$ cat src/rtl/pdm_pkg.sv
// pdm_pkg: shared widths, modulator state type and accumulator saturation
package pdm_pkg;
   localparam int PDM_DATA_W  = 16;
   localparam int PDM_ACC_W   = 22;
   localparam int PDM_OSR     = 64;
   localparam int PDM_CLK_DIV = 1;
   typedef enum logic [1:0] {IDLE, PRIME, RUN} pdm_state_e;
   function automatic logic signed [63:0] sat_acc(input logic signed [63:0] v, input int w);
      logic signed [63:0] hi, lo;
      hi = (64'sd1 <<< (w - 1)) - 64'sd1;
      lo = -hi - 64'sd1;
      return (v > hi) ? hi : ((v < lo) ? lo : v);
   endfunction
endpackage

$ cat src/rtl/sd2_core.sv
// sd2_core: 2nd-order sigma-delta integrators with saturation and 1-bit quantiser
module sd2_core
   import pdm_pkg::*;
#(
   parameter int DATA_W = PDM_DATA_W,
   parameter int ACC_W  = PDM_ACC_W
) (
   input  logic                    clk,
   input  logic                    rst,
   input  logic                    step,
   input  logic                    clr,
   input  logic                    fb,
   input  logic signed [ACC_W-1:0] xs,
   output logic                    bit_o
);
   localparam logic signed [63:0] FS = 64'sd1 <<< (DATA_W - 1);
   logic signed [63:0]      fbv;
   logic signed [ACC_W-1:0] i1_q, i1_d, i2_q, i2_d, i1_n, i2_n;
   // one modulator step: both integrators subtract the fed-back full-scale level
   always_comb begin
      fbv   = fb ? FS : -FS;
      i1_n  = ACC_W'(sat_acc(64'(i1_q) + 64'(xs) - fbv, ACC_W));
      i2_n  = ACC_W'(sat_acc(64'(i2_q) + 64'(i1_n) - fbv, ACC_W));
      bit_o = ~i2_n[ACC_W-1];
      i1_d  = clr ? '0 : (step ? i1_n : i1_q);
      i2_d  = clr ? '0 : (step ? i2_n : i2_q);
   end
   // integrator state
   always_ff @(posedge clk or negedge rst)
      if (!rst) begin
         i1_q <= '0;
         i2_q <= '0;
      end else begin
         i1_q <= i1_d;
         i2_q <= i2_d;
      end
endmodule

$ cat src/rtl/pdm_sigma_delta_tx.sv
// pdm_sigma_delta_tx: PCM-to-PDM transmitter with bit-clock divider, 1-entry holding register and run/idle control
module pdm_sigma_delta_tx
   import pdm_pkg::*;
#(
   parameter int DATA_W  = PDM_DATA_W,
   parameter int OSR     = PDM_OSR,
   parameter int CLK_DIV = PDM_CLK_DIV,
   parameter int ACC_W   = PDM_ACC_W
) (
   input  logic              clk,
   input  logic              rst,
   input  logic              en,
   input  logic [DATA_W-1:0] s_data,
   input  logic              s_valid,
   output logic              s_ready,
   output logic              pdm_out,
   output logic              pdm_strobe,
   output logic              frame_start,
   output logic              underrun,
   input  logic              clr_underrun
);
   localparam int OSR_W = $clog2(OSR);
   localparam int DIV_W = (CLK_DIV > 1) ? $clog2(CLK_DIV) : 1;
   pdm_state_e               state_q, state_d;
   logic [DIV_W-1:0]         div_cnt_q, div_cnt_d;
   logic [OSR_W-1:0]         osr_cnt_q, osr_cnt_d;
   logic                     hold_v_q, hold_v_d;
   logic [DATA_W-1:0]        hold_data_q, hold_data_d;
   logic signed [DATA_W-1:0] cur_x_q, cur_x_d;
   logic                     pdm_out_q, pdm_out_d, strobe_q, strobe_d, fs_q, fs_d, underrun_q, underrun_d;
   logic                     tick, boundary, accept, load, step, clr, core_bit;
   logic signed [ACC_W-1:0]  x_ext, xs;
   assign s_ready     = en && (state_q != IDLE) && !hold_v_q;
   assign pdm_out     = pdm_out_q;
   assign pdm_strobe  = strobe_q;
   assign frame_start = fs_q;
   assign underrun    = underrun_q;
   assign x_ext       = ACC_W'(cur_x_d);
   assign xs          = x_ext - (x_ext >>> 2);
   assign pdm_out_d   = step ? core_bit : (tick ? ~pdm_out_q : pdm_out_q);
   // dividers, holding register and state sequencing; a loaded sample is modulated on the same strobe
   always_comb begin
      tick        = div_cnt_q == DIV_W'(CLK_DIV - 1);
      boundary    = osr_cnt_q == OSR_W'(OSR - 1);
      accept      = s_valid && s_ready;
      div_cnt_d   = tick ? '0 : div_cnt_q + 1'b1;
      state_d     = state_q;
      osr_cnt_d   = osr_cnt_q;
      load        = 1'b0;
      step        = 1'b0;
      fs_d        = 1'b0;
      strobe_d    = tick;
      underrun_d  = underrun_q && !clr_underrun;
      clr         = !en || (state_q == IDLE);
      if (!en) begin
         state_d   = IDLE;
         osr_cnt_d = '0;
      end else if (state_q == IDLE) begin
         state_d = PRIME;
      end else if (tick && (state_q == RUN || hold_v_q)) begin
         step      = 1'b1;
         state_d   = RUN;
         osr_cnt_d = (state_q == RUN) ? osr_cnt_q + 1'b1 : '0;
         if (state_q == PRIME || boundary) begin
            load = hold_v_q;
            fs_d = 1'b1;
            if (!hold_v_q) underrun_d = 1'b1;
         end
      end
      cur_x_d     = !en ? '0 : (load ? hold_data_q : cur_x_q);
      hold_v_d    = en && (accept || (hold_v_q && !load));
      hold_data_d = accept ? s_data : hold_data_q;
   end
   // state registers
   always_ff @(posedge clk or negedge rst)
      if (!rst) begin
         state_q     <= IDLE;
         div_cnt_q   <= '0;
         osr_cnt_q   <= '0;
         hold_v_q    <= 1'b0;
         hold_data_q <= '0;
         cur_x_q     <= '0;
         pdm_out_q   <= 1'b0;
         strobe_q    <= 1'b0;
         fs_q        <= 1'b0;
         underrun_q  <= 1'b0;
      end else begin
         state_q     <= state_d;
         div_cnt_q   <= div_cnt_d;
         osr_cnt_q   <= osr_cnt_d;
         hold_v_q    <= hold_v_d;
         hold_data_q <= hold_data_d;
         cur_x_q     <= cur_x_d;
         pdm_out_q   <= pdm_out_d;
         strobe_q    <= strobe_d;
         fs_q        <= fs_d;
         underrun_q  <= underrun_d;
      end
   sd2_core #(.DATA_W(DATA_W), .ACC_W(ACC_W)) u_core (
      .clk   (clk),
      .rst   (rst),
      .step  (step),
      .clr   (clr),
      .fb    (pdm_out_q),
      .xs    (xs),
      .bit_o (core_bit)
   );
endmodule

$ cat config.mk
export PLATFORM = sky130hd
export DESIGN_NAME = pdm_sigma_delta_tx
export DESIGN_NICKNAME = d
export VERILOG_FILES = /design/src/rtl/pdm_pkg.sv /design/src/rtl/sd2_core.sv /design/src/rtl/pdm_sigma_delta_tx.sv
export SDC_FILE = /design/constraint.sdc
export NUM_CORES = 1
export LEC_CHECK = 0
export ABC_AREA = 0
export CORE_UTILIZATION = 43
export DETAILED_ROUTE_END_ITERATION = 8
export GPL_TIMING_DRIVEN = 0
export PLACE_DENSITY = 0.6
export SYNTH_ARGS = -nofsm -noshare
export SYNTH_HDL_FRONTEND = slang
export SYNTH_SLANG_ARGS = --single-unit
$ cat constraint.sdc
create_clock -name clk -period 29.8 [get_ports clk]
set_clock_uncertainty 0.1 [all_clocks]
set_input_delay 2.98 -clock clk [delete_from_list [all_inputs] [get_ports clk]]
set_output_delay 2.98 -clock clk [all_outputs]
set_load 0.02 [all_outputs]
==> flow_summary.toml, run 1 <==
[worst_setup_path]
critical_path.max_stage_delay_ps = 750
arrival_ps = 14880
cp_max_fo = 10
crit_required_ps = 29980
criticalPathCategory = "in -> reg"
cp-end-kind = "flip-flop"
r2r_slack_ps = 17590
cp_slowest_cell = "clkdlybuf4s50_1"
cp_common_cell = "ha_1"
worstSetupStartpointType = "input port"

[global_routing]
antenna_found_initial = 0
grt-ovfl-total = 0
grt_pass1_wl_um = 31800
grt_max_degree = 66
grt_usage_pct = 20.5
grt_pass1_vias = 6376

[cts]
cts.sinks = 89
clockBufferDepth = 2
clk_pin_slew_ps = 70
cts-root-buf = "clkbuf_16"
holdBufCountCts = 0
htreeDepth = 3
post-cts-setup-buffers = 0
cts_tree = "built"
cts_buffers = 9
cts_resized = 0
clock_latency_ps = 350

[timing]
slew_headroom_pct = 54.5
slew_viol_final = 0
fin_crit_ps = 14690
fmax_mhz = 68.1
worst_pin_slew_ps = 675
hold_viol = 0
fin_crit_sh_pct = 49.3
setup_tns_ps = 0
finalSetupViolCount = 0
rsz0062_at_grt = "no"

[synthesis]
synthMuxAreaShare_pct = 2.44
synth-seq-cells = 89
synth_top_family_by_area = "adder cells"
syn_avg_cell_area_um2 = 8.44
yosys-top-cells-area = "dfrtp_1 27%, ha_1 12%, fa_1 10%"
ys_seq_area_share_pct = 27.0
synth-main-ff-cell = "dfrtp_1"
syn_inst = 978
synth-edff-count = 0
synthMostInstantiatedCell = "inv_1"
synth.top_cell.area_share_pct = 27.0
synth-simple-area-share_pct = 16.1
netlist_area_mm2 = 0.00826
synth_common_cells = "135 x inv_1, 105 x nand2_1, 89 x dfrtp_1, 82 x ha_1, 81 x a21oi_1"
synth_cell_types = 71
synth_fp_nets = 1123
synth_top_area_cell = "dfrtp_1"
synthAdderAreaFrac_pct = 22.6
ys_async_sr_fraction_pct = 100
synthXorXnorAreaFrac_pct = 4.46
yosys_warnings = 0
synth-compound-area-share_pct = 19.1

[floorplanning]
die_w_um = 141
ios = 26
dieArea_mm2 = 0.0198
die_y_um = 141
rows = 50
start_util_pct = 44.0
core_mm2 = 0.0188

[finish]
ff_latch_area_mm2 = 0.00223
synthToLayoutAreaGrowth_pct = 10.9
fill_cells = 1866
layoutNonFillerInstCount = 1254
final_util_pct = 48.8
diodes = 0
drive_above_1_share_pct = 6.67
final_nets = 1160
multiInputGateArea_mm2 = 0.00535

[place]
dpl.hpwl_um = 14900
port_buffers = 25
gp_congestion = 0.893
dp.cells = 1238

[drt]
num_vias = 6561
ant_nets = 0
wl_per_cell_um = 15.1
drt_iter0_markers = 306
drc = 0
first_pass_iters = 5
viasPerCell = 5.23
routed_wl_um = 18900

[worst_hold_path]
hp-class = "reg -> reg"

[status]
status = "finished, final reports clean"

[job]
maxCapViolCount = 0
[cell usage in the layout, fill, tap and decap left out, types with 13 or more instances in the layout]
cell | netlist | layout
fa_1 | 42 | 42
clkdlybuf4s50_1 | 0 | 24
dfrtp_1 | 89 | 89
ha_1 | 82 | 82
nor2b_1 | 14 | 14
xor2_1 | 14 | 14
mux2_2 | 17 | 17
o21a_1 | 21 | 21
nor2_1 | 80 | 80
o21ai_0 | 58 | 58
a21oi_1 | 81 | 81
nand2_1 | 105 | 105
nand3_1 | 13 | 13
xnor2_1 | 28 | 28
a21o_1 | 19 | 19
inv_1 | 135 | 135
clkbuf_1 | 28 | 28
[worst paths after layout]
path / cells past startpoint / end / startpoint
worst max register to register: 46 / u_core.i2_q[18] / osr_cnt_q[1]
max in group asynchronous: 2 / u_core.i1_q[16] / rst
worst min-delay path: 2 / u_core.i1_q[12] / u_core.i1_q[12]
worst max-delay path: 43 / u_core.i2_q[18] / en
worst min register to register: 2 / u_core.i1_q[12] / u_core.i1_q[12]
min in group asynchronous: 1 / hold_data_q[4] / rst
[area by class of cell]
cell class                      instances  area share (%)
Multi-Input combinational cell        715            58.4
Sequential cell                        89            24.3
Inverter                              135            5.54
Tap cell                              234            3.20
Timing Repair Buffer                   26            3.01
Clock buffer                           10            2.61
Buffer                                 39            1.89
Clock inverter                          6           0.984
[kinds of logic after synthesis]
| group | after synthesis |
|---|---|
| AO/OA/AOI/OAI | 249 |
| XOR/XNOR | 42 |
| adder cells (fa/ha/maj) | 124 |
| buffers and inverters | 174 |
| flip-flops | 89 |
| multiplexers | 18 |
| other | 1 |
| AND/OR/NAND/NOR | 281 |
[per-stage QoR]
| step | hold slack, ps | instance area, um2 | setup WS (ps) |
|---|---|---|---|
| finish | 380 | 9150 | 15110 |
| global route | 411 | 9150 | 14340 |
| CTS | 385 | 9150 | 15080 |
| detailed placement | 370 | 8820 | 14720 |
| global placement | 363 | 8800 | 14800 |
| floorplan | 350 | 8260 | 17220 |
[layer usage]
metal  share of wire (%)  up-vias  GRT usage [%]
met3                 2.4       17           2.97
met4                 1.2        0           5.15
met5                   0        -              0
met1                  50     3112           28.2
li1                    -     3366              -
met2                  47       66           34.0
[sequential cells by signal (all words and copies together) (netlist names)]
signal and flops:
frame_start 1, u_core.i1_q 22, hold_v_q 1, underrun 1
u_core.i2_q 22, osr_cnt_q 6, cur_x_q 16, pdm_out 1
pdm_strobe 1, hold_data_q 16, state_q 2
[worst max-delay path, delay by kind of cell]
| family | cells | cell delay (ps) |
|---|---|---|
| AND/OR/NAND/NOR | 12 | 2590 |
| buffers and inverters | 9 | 2630 |
| AO/OA/AOI/OAI | 15 | 3830 |
| adder cells (fa/ha/maj) | 7 | 2810 |
Power of run 1 is not shown: default switching activity piles up to over one toggle a cycle in this logic, so the estimate is an artifact.
==> inputs of run 2 (changes only) <==
==> constraint.sdc (replaced) <==
create_clock -name clk -period 13.62 [get_ports clk]
set_clock_uncertainty 0.1 [all_clocks]
set_input_delay 1.362 -clock clk [delete_from_list [all_inputs] [get_ports clk]]
set_output_delay 1.362 -clock clk [all_outputs]
set_load 0.02 [all_outputs]
==> flow_summary.toml, run 2 (same netlist as run 1, synthesis figures left out) <==
[cts]
clockBufferDepth = 2
clock_latency_ps = 350
htreeDepth = 3
cts.sinks = 89
holdBufCountCts = 0
cts_tree = "built"
cts-root-buf = "clkbuf_16"
cts_buffers = 9
post-cts-setup-buffers = 0
cts_resized = 0
clk_pin_slew_ps = 70

[floorplanning]
start_util_pct = 44.0
die_w_um = 141
rows = 50
die_y_um = 141
core_mm2 = 0.0188
ios = 26
dieArea_mm2 = 0.0198

[finish]
reg.largest.list = "u_core.i1_q: 22 flops, u_core.i2_q: 22 flops"
drive_above_1_share_pct = 7.16
fill_cells = 1871
most-common-layout-cells = "135 x inv_1, 105 x nand2_1, 89 x dfrtp_1"
synthToLayoutAreaGrowth_pct = 11.1
diodes = 0
final_area_mm2 = 0.00917
layoutNonFillerInstCount = 1254
final_common_cell = "inv_1"
final_nets = 1160

[global_routing]
grt-ovfl-total = 0
grt_pass1_vias = 6376
grt_max_degree = 66
grt_usage_pct = 20.5
antenna_found_initial = 0
grt_pass1_wl_um = 31800

[worst_setup_path]
cp_slowest_cell = "clkdlybuf4s50_1"
criticalPathCategory = "in -> reg"
arrival_ps = 12970
cp-end-kind = "flip-flop"
startpoint = "en"
critical_path.max_stage_delay_ps = 740
cp_max_fo = 10
endpoint = "u_core.i2_q[18]"
r2r_slack_ps = 1690
cp_common_cell = "ha_1"
crit_required_ps = 13800
timing.rr.start = "osr_cnt_q[1]"
r2r-end = "u_core.i2_q[18]"
worstSetupStartpointType = "input port"
worstRegToRegCells = 46

[drt]
routed_wl_um = 18900
drt_iter0_markers = 268
drc = 0
ant_nets = 0
num_vias = 6556
viasPerCell = 5.23
first_pass_iters = 5
wl_per_cell_um = 15.1

[worst_hold_path]
hp-class = "reg -> reg"

[timing]
hold_viol = 0
slew_viol_final = 0
rsz0062_at_grt = "no"
fin_crit_sh_pct = 93.9
fin_crit_ps = 12790
finalSetupViolCount = 0
worst_pin_slew_ps = 640
fmax_mhz = 78.2
setup_tns_ps = 0
slew_headroom_pct = 57.3

[place]
placed_area_mm2 = 0.00882
dpl.hpwl_um = 14900
gp_congestion = 0.893
port_buffers = 25
dp.cells = 1238

[job]
maxCapViolCount = 0

[status]
status = "finished, final reports clean"
[run 2: cell counts in the layout (fill, tap and decap cells not counted)]
No cell type changed its count.
[run 2: worst min path at each step]
stage	end	cells past startpoint	startpoint
after floorplan	u_core.i1_q[0]	2	u_core.i1_q[0]
after global placement	u_core.i1_q[4]	2	u_core.i1_q[4]
after detailed placement	u_core.i2_q[4]	2	u_core.i2_q[4]
after CTS	u_core.i1_q[3]	2	u_core.i1_q[3]
after global routing	u_core.i1_q[12]	2	u_core.i1_q[12]
final	u_core.i1_q[12]	2	u_core.i1_q[12]
[run 2: cell type report]
cell class / instances / area (um2) / area share [%]
inverter: 135 / 507 / 5.52
multi-input combinational: 715 / 5360 / 58.5
buffer: 39 / 178 / 1.94
timing repair buffer: 26 / 275 / 3.00
clock inverter: 6 / 90.1 / 0.982
tap: 234 / 293 / 3.19
clock buffer: 10 / 239 / 2.61
sequential: 89 / 2230 / 24.3
[run 2: worst max-delay path: cells and delay by family]
| family | cells | cell delay (ps) |
|---|---|---|
| AND/OR/NAND/NOR | 12 | 2620 |
| AO/OA/AOI/OAI | 15 | 3670 |
| adder cells (fa/ha/maj) | 7 | 2810 |
| buffers and inverters | 9 | 2480 |
[run 2: stage by stage]
stage / setup WS [ps] / util [%] / hold WS [ps]
detailed placement: 163 / 47.0 / 370
floorplan: 2660 / - / 350
global placement: 241 / 46.9 / 363
global route: 28.7 / 48.9 / 411
finish: 829 / 48.9 / 380
CTS: 515 / 48.8 / 385
[run 2: layer usage]
| layer | vias up | wire length [um] | global-route usage, % |
|---|---|---|---|
| met3 | 17 | 450 | 2.97 |
| met5 | - | 0 | 0 |
| met1 | 3108 | 9420 | 28.2 |
| met2 | 67 | 8830 | 34.0 |
| met4 | 0 | 226 | 5.15 |
| li1 | 3364 | - | - |
Power of run 2 is left out for the same reason.
==> inputs of run 3 (changes only) <==
--- a/config.mk
+++ b/config.mk
@@ -8,7 +8,6 @@
 export ABC_AREA = 0
 export CORE_UTILIZATION = 43
 export DETAILED_ROUTE_END_ITERATION = 8
-export GPL_TIMING_DRIVEN = 0
 export PLACE_DENSITY = 0.6
 export SYNTH_ARGS = -nofsm -noshare
 export SYNTH_HDL_FRONTEND = slang
==> flow_summary.toml, run 3 (same netlist as run 1, synthesis figures left out) <==
[timing]
slew_viol_final = 0
fin_crit_ps = 12760
fmax_mhz = 78.3
rsz0062_at_grt = "no"
slew_headroom_pct = 35.0
setup_tns_ps = 0
hold_viol = 0
fin_crit_sh_pct = 93.7
finalSetupViolCount = 0
worst_pin_slew_ps = 972

[place]
dpl.hpwl_um = 13800
gp_congestion = 0.881
port_buffers = 25
placed_area_mm2 = 0.00870

[finish]
fill_cells = 1845
most-common-layout-cells = "135 x inv_1, 105 x nand2_1, 89 x dfrtp_1"
synthToLayoutAreaGrowth_pct = 8.97
final_nets = 1127
final_common_cell = "inv_1"
diodes = 0
final_area_mm2 = 0.00900
reg.largest.list = "u_core.i1_q: 22 flops, u_core.i2_q: 22 flops"
drive_above_1_share_pct = 6.69

[drt]
drt_iter0_markers = 376
wl_per_cell_um = 14.8
viasPerCell = 5.30
num_vias = 6476
first_pass_iters = 4
drc = 0
ant_nets = 0
routed_wl_um = 18100

[floorplanning]
ios = 26
die_w_um = 141
die_y_um = 141
rows = 50
core_mm2 = 0.0188
start_util_pct = 44.0
dieArea_mm2 = 0.0198

[global_routing]
grt_pass1_vias = 6450
antenna_found_initial = 0
grt_max_degree = 53
grt_usage_pct = 20.0
grt-ovfl-total = 0
grt_pass1_wl_um = 31700

[worst_setup_path]
arrival_ps = 12900
worstRegToRegCells = 41
startpoint = "en"
r2r_slack_ps = 1490
worstSetupStartpointType = "input port"
timing.rr.start = "osr_cnt_q[1]"
critical_path.max_stage_delay_ps = 850
criticalPathCategory = "in -> reg"
cp-end-kind = "flip-flop"
crit_required_ps = 13760
cp_slowest_cell = "or4_1"
r2r-end = "u_core.i2_q[15]"
cp_max_fo = 21
endpoint = "u_core.i2_q[15]"

[cts]
clock_latency_ps = 360
cts_buffers = 9
clockBufferDepth = 2
cts-root-buf = "clkbuf_16"
clk_pin_slew_ps = 70
cts.sinks = 89
htreeDepth = 3
cts_tree = "built"

[job]
maxCapViolCount = 0

[status]
status = "finished, final reports clean"

[worst_hold_path]
hp-class = "reg -> reg"
## run 3: cell count changes in the layout (fill, tap and decap cells not counted), sizes merged
| cell | before | now |
|---|---|---|
| clkbuf | 38 | 9 |
| inv | 136 | 140 |
| buf | 13 | 8 |
| bufinv | 2 | 0 |
| clkinv | 2 | 1 |
## run 3: stage by stage
stage | setup WS, ps | util, % | instances | hold slack [ps]
global route | 25.8 | 47.9 | 1221 | 401
finish | 856 | 47.9 | 1221 | 378
detailed placement | 216 | 46.3 | 1205 | 370
global placement | 379 | 46.3 | 1205 | 364
CTS | 577 | 47.9 | 1221 | 386
floorplan | 2660 | - | 978 | 350
## run 3: final cells by class
| cell class | count | area, um2 | share of cell area (%) |
|---|---|---|---|
| Inverter | 135 | 507 | 5.63 |
| Multi-Input combinational cell | 715 | 5380 | 59.8 |
| Clock inverter | 7 | 67.6 | 0.751 |
| Tap cell | 234 | 293 | 3.25 |
| Clock buffer | 9 | 225 | 2.50 |
| Timing Repair Buffer | 32 | 300 | 3.34 |
| Sequential cell | 89 | 2230 | 24.8 |
## run 3: worst max-delay path: cells and delay by family
| family | cells | cell delay (ps) |
|---|---|---|
| AO/OA/AOI/OAI | 15 | 4260 |
| adder cells (fa/ha/maj) | 7 | 2870 |
| AND/OR/NAND/NOR | 13 | 3630 |
| buffers and inverters | 4 | 720 |
## run 3: per-layer routing
metal  GRT usage, %  routed length [um]
met1           28.2                9150
met2           32.2                8090
met3           2.63                 582
met4           5.55                 294
met5              0                   0
## run 3: worst min-delay path by stage
| stage | cells past startpoint | slack (ps) | startpoint | to |
|---|---|---|---|---|
| floorplan | 2 | 350 | u_core.i1_q[0] | u_core.i1_q[0] |
| global placement | 2 | 360 | u_core.i1_q[13] | u_core.i1_q[13] |
| detailed placement | 2 | 370 | u_core.i2_q[3] | u_core.i2_q[3] |
| CTS | 2 | 390 | u_core.i2_q[3] | u_core.i2_q[3] |
| global route | 2 | 400 | u_core.i2_q[4] | u_core.i2_q[4] |
| finish | 2 | 380 | u_core.i2_q[7] | u_core.i2_q[7] |
## run 3: timing repair
action	CTS	global route
hold buffers	0	0
gates resized for setup	0	2
buffers inserted	0	0
endpoints found under the setup margin	0	21
Power of run 3 is left out for the same reason.
